## config.mk

```make
export PLATFORM = sky130hd
export DESIGN_NAME = mem_copy_master_flat
export DESIGN_NICKNAME = d
export VERILOG_FILES = /design/src/rtl/mem_copy_master_if.sv /design/src/rtl/mem_copy_master.sv /design/src/flat_wrapper.sv
export SDC_FILE = /design/constraint.sdc
export NUM_CORES = 1
export LEC_CHECK = 0
export BUFFER_PORTS_ARGS = -buffer_cell sky130_fd_sc_hd__buf_2
export CAP_MARGIN = 20
export CORE_MARGIN = 4
export CORE_UTILIZATION = 25
export DETAILED_ROUTE_END_ITERATION = 16
export SETUP_SLACK_MARGIN = 0.1
export SYNTH_ARGS = -nofsm -noshare
export SYNTH_HDL_FRONTEND = slang
export SYNTH_SLANG_ARGS = --single-unit
```

## constraint.sdc

```tcl
create_clock -name clk -period 2 [get_ports clk]
set_clock_uncertainty 0.15 [all_clocks]
set_input_delay 0.1 -clock clk [delete_from_list [all_inputs] [get_ports clk]]
set_output_delay 0.1 -clock clk [all_outputs]
set_load 0.02 [all_outputs]
```

## src/rtl/mem_copy_master_if.sv

```systemverilog
// mem_copy_master_if: copy request/status signals plus the data-memory bus they drive
interface mem_copy_master_if #(
  parameter int DATA_WIDTH = 8,
  parameter int ADDR_WIDTH = 8
);
  logic                  start;
  logic [ADDR_WIDTH-1:0] src_base;
  logic [ADDR_WIDTH-1:0] dst_base;
  logic [ADDR_WIDTH-1:0] len;
  logic [ADDR_WIDTH-1:0] mem_addr;
  logic [DATA_WIDTH-1:0] mem_wdata;
  logic                  mem_wen;
  logic [DATA_WIDTH-1:0] mem_rdata;
  logic                  busy;
  logic                  done;
  logic [ADDR_WIDTH-1:0] remaining;
  modport master (
    input  start, src_base, dst_base, len, mem_rdata,
    output mem_addr, mem_wdata, mem_wen, busy, done, remaining
  );
  modport slave (
    output start, src_base, dst_base, len, mem_rdata,
    input  mem_addr, mem_wdata, mem_wen, busy, done, remaining
  );
endinterface

```

## src/rtl/mem_copy_master.sv

```systemverilog
// mem_copy_master: word-serial block copy over the data-memory bus; MEM_COPY_PACE_EN adds a hold after IO writes
module mem_copy_master #(
  parameter int DATA_WIDTH  = 8,
  parameter int ADDR_WIDTH  = 8,
  parameter int PACE_CYCLES = 50000000
) (
  input  logic clk,
  input  logic reset,
  mem_copy_master_if.master bus
);
  typedef enum logic [2:0] {IDLE, READ, WRITE, PACE, DONE} state_t;
  state_t                state_q, state_d;
  logic [ADDR_WIDTH-1:0] src_ptr_q, src_ptr_d;
  logic [ADDR_WIDTH-1:0] dst_ptr_q, dst_ptr_d;
  logic [ADDR_WIDTH-1:0] rem_q, rem_d;
  logic [DATA_WIDTH-1:0] data_q, data_d;
`ifdef MEM_COPY_PACE_EN
  localparam int CW = PACE_CYCLES > 1 ? $clog2(PACE_CYCLES) : 1;
  logic [CW-1:0] pace_cnt_q, pace_cnt_d;
  logic          pace_go;
  assign pace_go = PACE_CYCLES != 0 && dst_ptr_q[ADDR_WIDTH-1:ADDR_WIDTH-2] == 2'b11;
`else
  localparam int unused_pace_cycles = PACE_CYCLES;
`endif
  // bus and status outputs decode straight from registered state
  assign bus.mem_wen   = state_q == WRITE;
  assign bus.busy      = state_q == READ || state_q == WRITE || state_q == PACE;
  assign bus.done      = state_q == DONE;
  assign bus.mem_addr  = state_q == READ ? src_ptr_q : (state_q == IDLE || state_q == DONE) ? '0 : dst_ptr_q;
  assign bus.mem_wdata = data_q;
  assign bus.remaining = rem_q;
  // next-state: accept request, read one word, write it, optionally pace, repeat
  always_comb begin
    state_d   = state_q;
    src_ptr_d = src_ptr_q;
    dst_ptr_d = dst_ptr_q;
    rem_d     = rem_q;
    data_d    = data_q;
`ifdef MEM_COPY_PACE_EN
    pace_cnt_d = pace_cnt_q;
`endif
    case (state_q)
      IDLE: if (bus.start) begin
        src_ptr_d = bus.src_base;
        dst_ptr_d = bus.dst_base;
        rem_d     = bus.len;
        state_d   = bus.len == '0 ? DONE : READ;
      end
      READ: begin
        data_d  = bus.mem_rdata;
        state_d = WRITE;
      end
      WRITE: begin
        src_ptr_d = src_ptr_q + 1'b1;
        dst_ptr_d = dst_ptr_q + 1'b1;
        rem_d     = rem_q - 1'b1;
`ifdef MEM_COPY_PACE_EN
        pace_cnt_d = '0;
        state_d    = rem_q == ADDR_WIDTH'(1) ? DONE : pace_go ? PACE : READ;
`else
        state_d = rem_q == ADDR_WIDTH'(1) ? DONE : READ;
`endif
      end
`ifdef MEM_COPY_PACE_EN
      PACE: begin
        pace_cnt_d = pace_cnt_q + 1'b1;
        state_d    = pace_cnt_q == CW'(PACE_CYCLES - 1) ? READ : PACE;
      end
`endif
      default: state_d = IDLE;
    endcase
  end
  // state and datapath registers; reset aborts any copy in flight
  always_ff @(posedge clk or posedge reset) begin
    if (reset) begin
      state_q   <= IDLE;
      src_ptr_q <= '0;
      dst_ptr_q <= '0;
      rem_q     <= '0;
      data_q    <= '0;
`ifdef MEM_COPY_PACE_EN
      pace_cnt_q <= '0;
`endif
    end else begin
      state_q   <= state_d;
      src_ptr_q <= src_ptr_d;
      dst_ptr_q <= dst_ptr_d;
      rem_q     <= rem_d;
      data_q    <= data_d;
`ifdef MEM_COPY_PACE_EN
      pace_cnt_q <= pace_cnt_d;
`endif
    end
  end
endmodule

```

## src/flat_wrapper.sv

```systemverilog
// flat-port wrapper written by rule: the top's interface ports become plain ports
module mem_copy_master_flat 
#(
  parameter int DATA_WIDTH  = 8,
  parameter int ADDR_WIDTH  = 8,
  parameter int PACE_CYCLES = 50000000
)
  (clk, reset, bus_start, bus_src_base, bus_dst_base, bus_len, bus_mem_rdata, bus_mem_addr, bus_mem_wdata, bus_mem_wen, bus_busy, bus_done, bus_remaining);
  mem_copy_master_if #(.DATA_WIDTH(DATA_WIDTH), .ADDR_WIDTH(ADDR_WIDTH)) bus_i ();
  input  logic clk;
  input  logic reset;
  input wire logic [$bits(bus_i.start)-1:0] bus_start;
  input wire logic [$bits(bus_i.src_base)-1:0] bus_src_base;
  input wire logic [$bits(bus_i.dst_base)-1:0] bus_dst_base;
  input wire logic [$bits(bus_i.len)-1:0] bus_len;
  input wire logic [$bits(bus_i.mem_rdata)-1:0] bus_mem_rdata;
  output wire logic [$bits(bus_i.mem_addr)-1:0] bus_mem_addr;
  output wire logic [$bits(bus_i.mem_wdata)-1:0] bus_mem_wdata;
  output wire logic [$bits(bus_i.mem_wen)-1:0] bus_mem_wen;
  output wire logic [$bits(bus_i.busy)-1:0] bus_busy;
  output wire logic [$bits(bus_i.done)-1:0] bus_done;
  output wire logic [$bits(bus_i.remaining)-1:0] bus_remaining;
  assign bus_i.start = bus_start;
  assign bus_i.src_base = bus_src_base;
  assign bus_i.dst_base = bus_dst_base;
  assign bus_i.len = bus_len;
  assign bus_i.mem_rdata = bus_mem_rdata;
  assign bus_mem_addr = bus_i.mem_addr;
  assign bus_mem_wdata = bus_i.mem_wdata;
  assign bus_mem_wen = bus_i.mem_wen;
  assign bus_busy = bus_i.busy;
  assign bus_done = bus_i.done;
  assign bus_remaining = bus_i.remaining;
  mem_copy_master #(.DATA_WIDTH(DATA_WIDTH), .ADDR_WIDTH(ADDR_WIDTH), .PACE_CYCLES(PACE_CYCLES)) u_core (.clk(clk), .reset(reset), .bus(bus_i));
endmodule
```

# After elaboration in Yosys (flattened, before gate mapping)

Cells that the tools add are included.

Input port bits: 35
Register bits after elaboration: 35
Word-level logic and storage cells: 33
Output and inout bits: 27

$add $sub $neg: 3
Equality and inequality tests: 6
Mux-type cells: 12
Reduce and logical (&&, ||, !) cells: 7

Operator list:

| cell                  | count |
|---|---|
| $pmux W8 S2           | 3 |
| $mux W8               | 5 |
| $add A8 B1 Y8 const B | 2 |
| $mux W3               | 3 |
| $pmux W3 S3           | 1 |
| $eq A8 B1 Y1 const B  | 1 |
| $logic_not A8 Y1      | 1 |
| $sub A8 B1 Y8 const B | 1 |
| $eq A3 B2 Y1 const B  | 2 |
| $eq A3 B1 Y1 const B  | 1 |
| $eq A3 B3 Y1 const B  | 1 |
| $logic_not A3 Y1      | 1 |
| $logic_or A1 B1 Y1    | 3 |
| $ne A2 B2 Y1 const B  | 1 |
| $reduce_and A2 Y1     | 1 |
| $reduce_bool A2 Y1    | 1 |

# Depth between registers and ports, before layout

Depth after elaboration: 4
Depth in mapped cells: 7
Mapped depth without buffers: 6

# Least setup slack after synthesis

Ideal clock, no wire load.

Kind: register -> register
From: reg u_core.state_q[1]
To: reg u_core.rem_q[7], in the netlist u_core.bus.remaining[7]
Setup time: 123 ps
Slack: 253 ps
Period minus slack after synthesis: 1747 ps
Data required time: 1727 ps
Data arrival time: 1474 ps
Buffers on the path: 3
Stages on the path, launching flop included: 6
Cells stage by stage: dfrtp_1 buf_6 or4b_4 buf_6 buf_6 o221a_1

Word-level cells in the longest chain between the ends: 3
Elaborated cells on any way between the ends: 6
Those cells by class: eq/ne (2); mux (1); reduce/logical (3)

Ends and longest elaborated chain:

| element                                                                    | RTL line              | RTL |
|---|---|---|
| start: declaration                                                         | mem_copy_master.sv:12 | `state_t state_q, state_d;` |
| start signal: assignment                                                   | mem_copy_master.sv:85 | `state_q <= state_d;` |
| $eq A3 B2 Y1 / $logic_not A3 Y1 (equally long branches)                    | mem_copy_master.sv:42 | `case (state_q)` |
| $reduce_bool A2 Y1 (no source line) / $ne A2 B2 Y1 (equally long branches) | n/a                   |  |
| $reduce_and A2 Y1 (no source line)                                         | n/a                   |  |
| end signal: assignment                                                     | mem_copy_master.sv:88 | `rem_q <= rem_d;` |
| end: declaration                                                           | mem_copy_master.sv:15 | `logic [ADDR_WIDTH-1:0] rem_q, rem_d;` |

Several ways; a longest one is shown, not always the timed one.
A chain may end at the register's enable or synchronous reset.

# Final worst setup path

From: reg u_core.state_q[1]
To: reg u_core.dst_ptr_q[4]

Word-level cells in the longest chain between the ends: 3
Elaborated cells on any way between the ends: 6
Those cells by class: eq/ne (2); mux (1); reduce/logical (3)

Ends and longest elaborated chain:

| element                                                                    | RTL line              | RTL |
|---|---|---|
| $eq A3 B2 Y1 / $logic_not A3 Y1 (equally long branches)                    | mem_copy_master.sv:42 |  |
| $reduce_bool A2 Y1 (no source line) / $ne A2 B2 Y1 (equally long branches) | n/a                   |  |
| $reduce_and A2 Y1 (no source line)                                         | n/a                   |  |
| end signal: assignment                                                     | mem_copy_master.sv:87 | `dst_ptr_q <= dst_ptr_d;` |
| end: declaration                                                           | mem_copy_master.sv:14 | `logic [ADDR_WIDTH-1:0] dst_ptr_q, dst_ptr_d;` |

Several ways; a longest one is shown, not always the timed one.

==> impl_metrics.json <==
{
  "status": "finished with violations",
  "failed_checks": "hold timing",
  "grtUsageMet2": 0.2188,
  "syn2layout_area_growth_pct": 46.97,
  "p_int_uw": 2538,
  "switching_power_uw": 2097,
  "hold_ws_ns": -0.006015,
  "num_antenna_cells": 0,
  "fp.dieH_um": 97.93,
  "clock_path_buffers": 2,
  "endpoint_kind": "flop",
  "synth_ff_type": "dfrtp_1",
  "synth.yosys.warnings": 0,
  "reg2reg_slack_ns": 0.13,
  "p_seq_frac": 0.315,
  "seq_area_frac_synth": 0.4332,
  "synth_nets": 244,
  "syn-mean-instance-area_um2": 9.863,
  "finalInstanceArea_um2": 2972,
  "ir_drop_mv": 0.4293,
  "setup_viol": 0,
  "grt_max_degree": 36,
  "worst_slew_pin_slew_ns": 0.4755,
  "clkLatencyLatePin_ns": 0.28,
  "path_max_fanout": 11,
  "netlist_instances": 205,
  "p_per_area_nw_per_um2": 1560,
  "routed_via_density": 4.983,
  "portBuffers": 61,
  "synth_async_sr_flop_share": 1.000,
  "period_needed_ns": 1.869,
  "initial_utilization": 0.2590,
  "drtAntennaViolNets": 0,
  "synthDistinctLibCells": 44,
  "dieArea_um2": 9590,
  "num_io_pins": 62,
  "setup_slack_ns": 0.1310,
  "crit_path_end": "u_core.dst_ptr_q[4]$_DFFE_PP0P_",
  "grt.total_usage": 0.1286,
  "synth-seq-cells": 35,
  "path_clk_slew_ns": 0.07,
  "drtPass1Iterations": 4,
  "cts_tree": "built",
  "grt.met1_usage": 0.1625,
  "max_freq_mhz": 535.1,
  "final-max-slew-violation-count": 0,
  "synth-edff-count": 0,
  "drive_gt1_frac": 0.3450,
  "crit_start": "u_core.state_q[1]$_DFFE_PP0P_",
  "fin_util": 0.3806,
  "startpoint_type": "flop",
  "hold_depth": 3,
  "cts_buffers": 5,
  "slew_headroom": 0.6830,
  "cp.arrival_ns": 1.90,
  "hp-class": "in2reg",
  "busiest_layer": "met2",
  "finalSetupTns_ns": 0,
  "r2r_start": "u_core.state_q[1]$_DFFE_PP0P_",
  "wl_per_cell_um": 14.95,
  "rows": 32,
  "coreArea_um2": 7807,
  "vias": 2068,
  "critPathKind": "reg2reg",
  "place_hpwl_um": 4236,
  "drtIter0Drc": 113,
  "grt-ovfl-total": 0,
  "wl_um": 6203,
  "p_comb_frac": 0.562,
  "clkSinkCount": 35,
  "use_met3": 0.02500,
  "reg2reg_to": "u_core.dst_ptr_q[4]$_DFFE_PP0P_",
  "hold_viol": 1,
  "placed_area_um2": 2425,
  "cp.required_ns": 2.03,
  "die_x_um": 97.93,
  "cts-root-buf": "clkbuf_8",
  "drcViolationCount": 0,
  "grt_pass1_wl_um": 10070,
  "antenna_found_initial": 0,
  "p_leak_uw": 0.001312,
  "maxCapViolCount": 0,
  "place_congestion": 0.7901,
  "grt_pass1_vias": 2069,
  "nNetsFinal": 351,
  "pwr-share-clk": 0.123,
  "fin_crit_sh": 0.9345,
  "htree_levels": 2,
  "r2r_cells": 3,
  "rsz0062_at_grt": "true",
  "syn_area_um2": 2022,
  "dp_slack_ns": 0.09493,
  "sw_frac_of_total": 0.4525
}
## stage by stage
stage          total power (uW)  instances
2_1_floorplan              3176        205
3_3_place_gp               3804        364
3_5_place_dp               3845        364
4_1_cts                    4516        406
5_1_grt                    5017        415
6_report                   4635        415
## metal layers
| layer | wire [um] | vias to the layer above |
|---|---|---|
| li1 | - | 994 |
| met3 | 284 | 10 |
| met1 | 2786 | 1014 |
| met2 | 3034 | 50 |
| met5 | 0 | - |
| met4 | 98 | 0 |
## worst min path at each step
| stage | startpoint | endpoint | slack (ns) |
|---|---|---|---|
| 2_1_floorplan | bus_src_base[5] | u_core.src_ptr_q[5]$_DFFE_PP0P_ | 0.07 |
| 5_1_grt | bus_src_base[7] | u_core.src_ptr_q[7]$_DFFE_PP0P_ | 0.03 |
| 3_5_place_dp | reset | u_core.bus.mem_wdata[2]$_DFFE_PP0P_ | 0.09 |
| 3_3_place_gp | reset | u_core.bus.mem_wdata[2]$_DFFE_PP0P_ | 0.08 |
| 4_1_cts | bus_src_base[7] | u_core.src_ptr_q[7]$_DFFE_PP0P_ | 0.005 |
| 6_report | bus_src_base[7] | u_core.src_ptr_q[7]$_DFFE_PP0P_ | -0.006 |
## worst max-delay path: stages, from the launching register on
cell     delay, ns
dfrtp_1       0.44
or4b_2        0.89
o22ai_1       0.23
nor2_1        0.06
## repair_timing
item                                    CTS  global route
hold buffers                             32             0
pin swaps                                 1             3
resized for setup                         2            11
endpoints found under the setup margin   11            17
gates cloned                              0             1
hold endpoints to repair                 66             0
setup buffers                             2             8
## synthesized netlist by cell type (all sizes together), types with 3 or more instances
cell | count | area, um2
dfrtp | 35 | 875.8
nand2 | 25 | 110.1
nor2 | 20 | 75.07
a22o | 16 | 140.1
nand3 | 13 | 70.07
buf | 11 | 93.83
mux2 | 8 | 90.09
o311ai | 7 | 61.31
a21oi | 6 | 33.78
o21ai | 6 | 30.02
inv | 5 | 18.76
o211ai | 5 | 37.54
ha | 4 | 50.05
nand4 | 4 | 25.02
o221a | 4 | 45.04
a211oi | 3 | 22.52
a31oi | 3 | 18.77
clkbuf | 3 | 11.26
nor3 | 3 | 15.01
nor4 | 3 | 18.77
## power by group through the flow
stage	combinational, uW	sequential (uW)	clock [uW]
2_1_floorplan	1620	1550	0
6_report	2600	1460	571
3_3_place_gp	2360	1440	0
4_1_cts	2480	1440	594
5_1_grt	2860	1530	633
3_5_place_dp	2400	1450	0
## logic make-up (layout without fill, tap and decap cells)
logic type,count (synthesis),count (layout),share of synthesized area
multiplexers,8,8,0.04456
AO/OA/AOI/OAI,61,61,0.2395
buffers and inverters,19,126,0.06125
flip-flops,35,35,0.4332
AND/OR/NAND/NOR,78,79,0.1968
adder cells (fa/ha/maj),4,4,0.02475
## sequential cells by signal, indices dropped and copies added (netlist names)
register and count:
u_core.bus.remaining 8, u_core.state_q 3, u_core.bus.mem_wdata 8, u_core.src_ptr_q 8, u_core.dst_ptr_q 8
## final cells by class
cell class                 instances  area (um2)
fill                             809        4836
multi-input combinational        152        1040
sequential                        35       878.3
timing repair buffer             113       807.0
tap                              102       127.6
clock buffer                       8       100.1
inverter                           5       18.77
## cell usage in the layout (no fill, tap or decap), types with 2 or more instances in the layout
cell type / instances
nor3_1: 3
a22o_1: 16
dfrtp_2: 2
dfrtp_1: 33
nor4_1: 3
clkbuf_8: 7
o211ai_1: 5
and2_1: 2
o21ai_0: 5
inv_1: 4
o311ai_1: 6
or2_1: 2
mux2_2: 8
buf_4: 20
nand2b_1: 2
ha_1: 4
buf_2: 56
a31oi_1: 3
nand4_1: 4
nand3_1: 12
a211oi_1: 3
o22ai_1: 2
nand2_1: 24
o221a_1: 4
buf_6: 5
a21oi_1: 5
a22oi_1: 2
dlygate4sd3_1: 32
nor2_1: 20
Power figures use the tool's default switching activity.
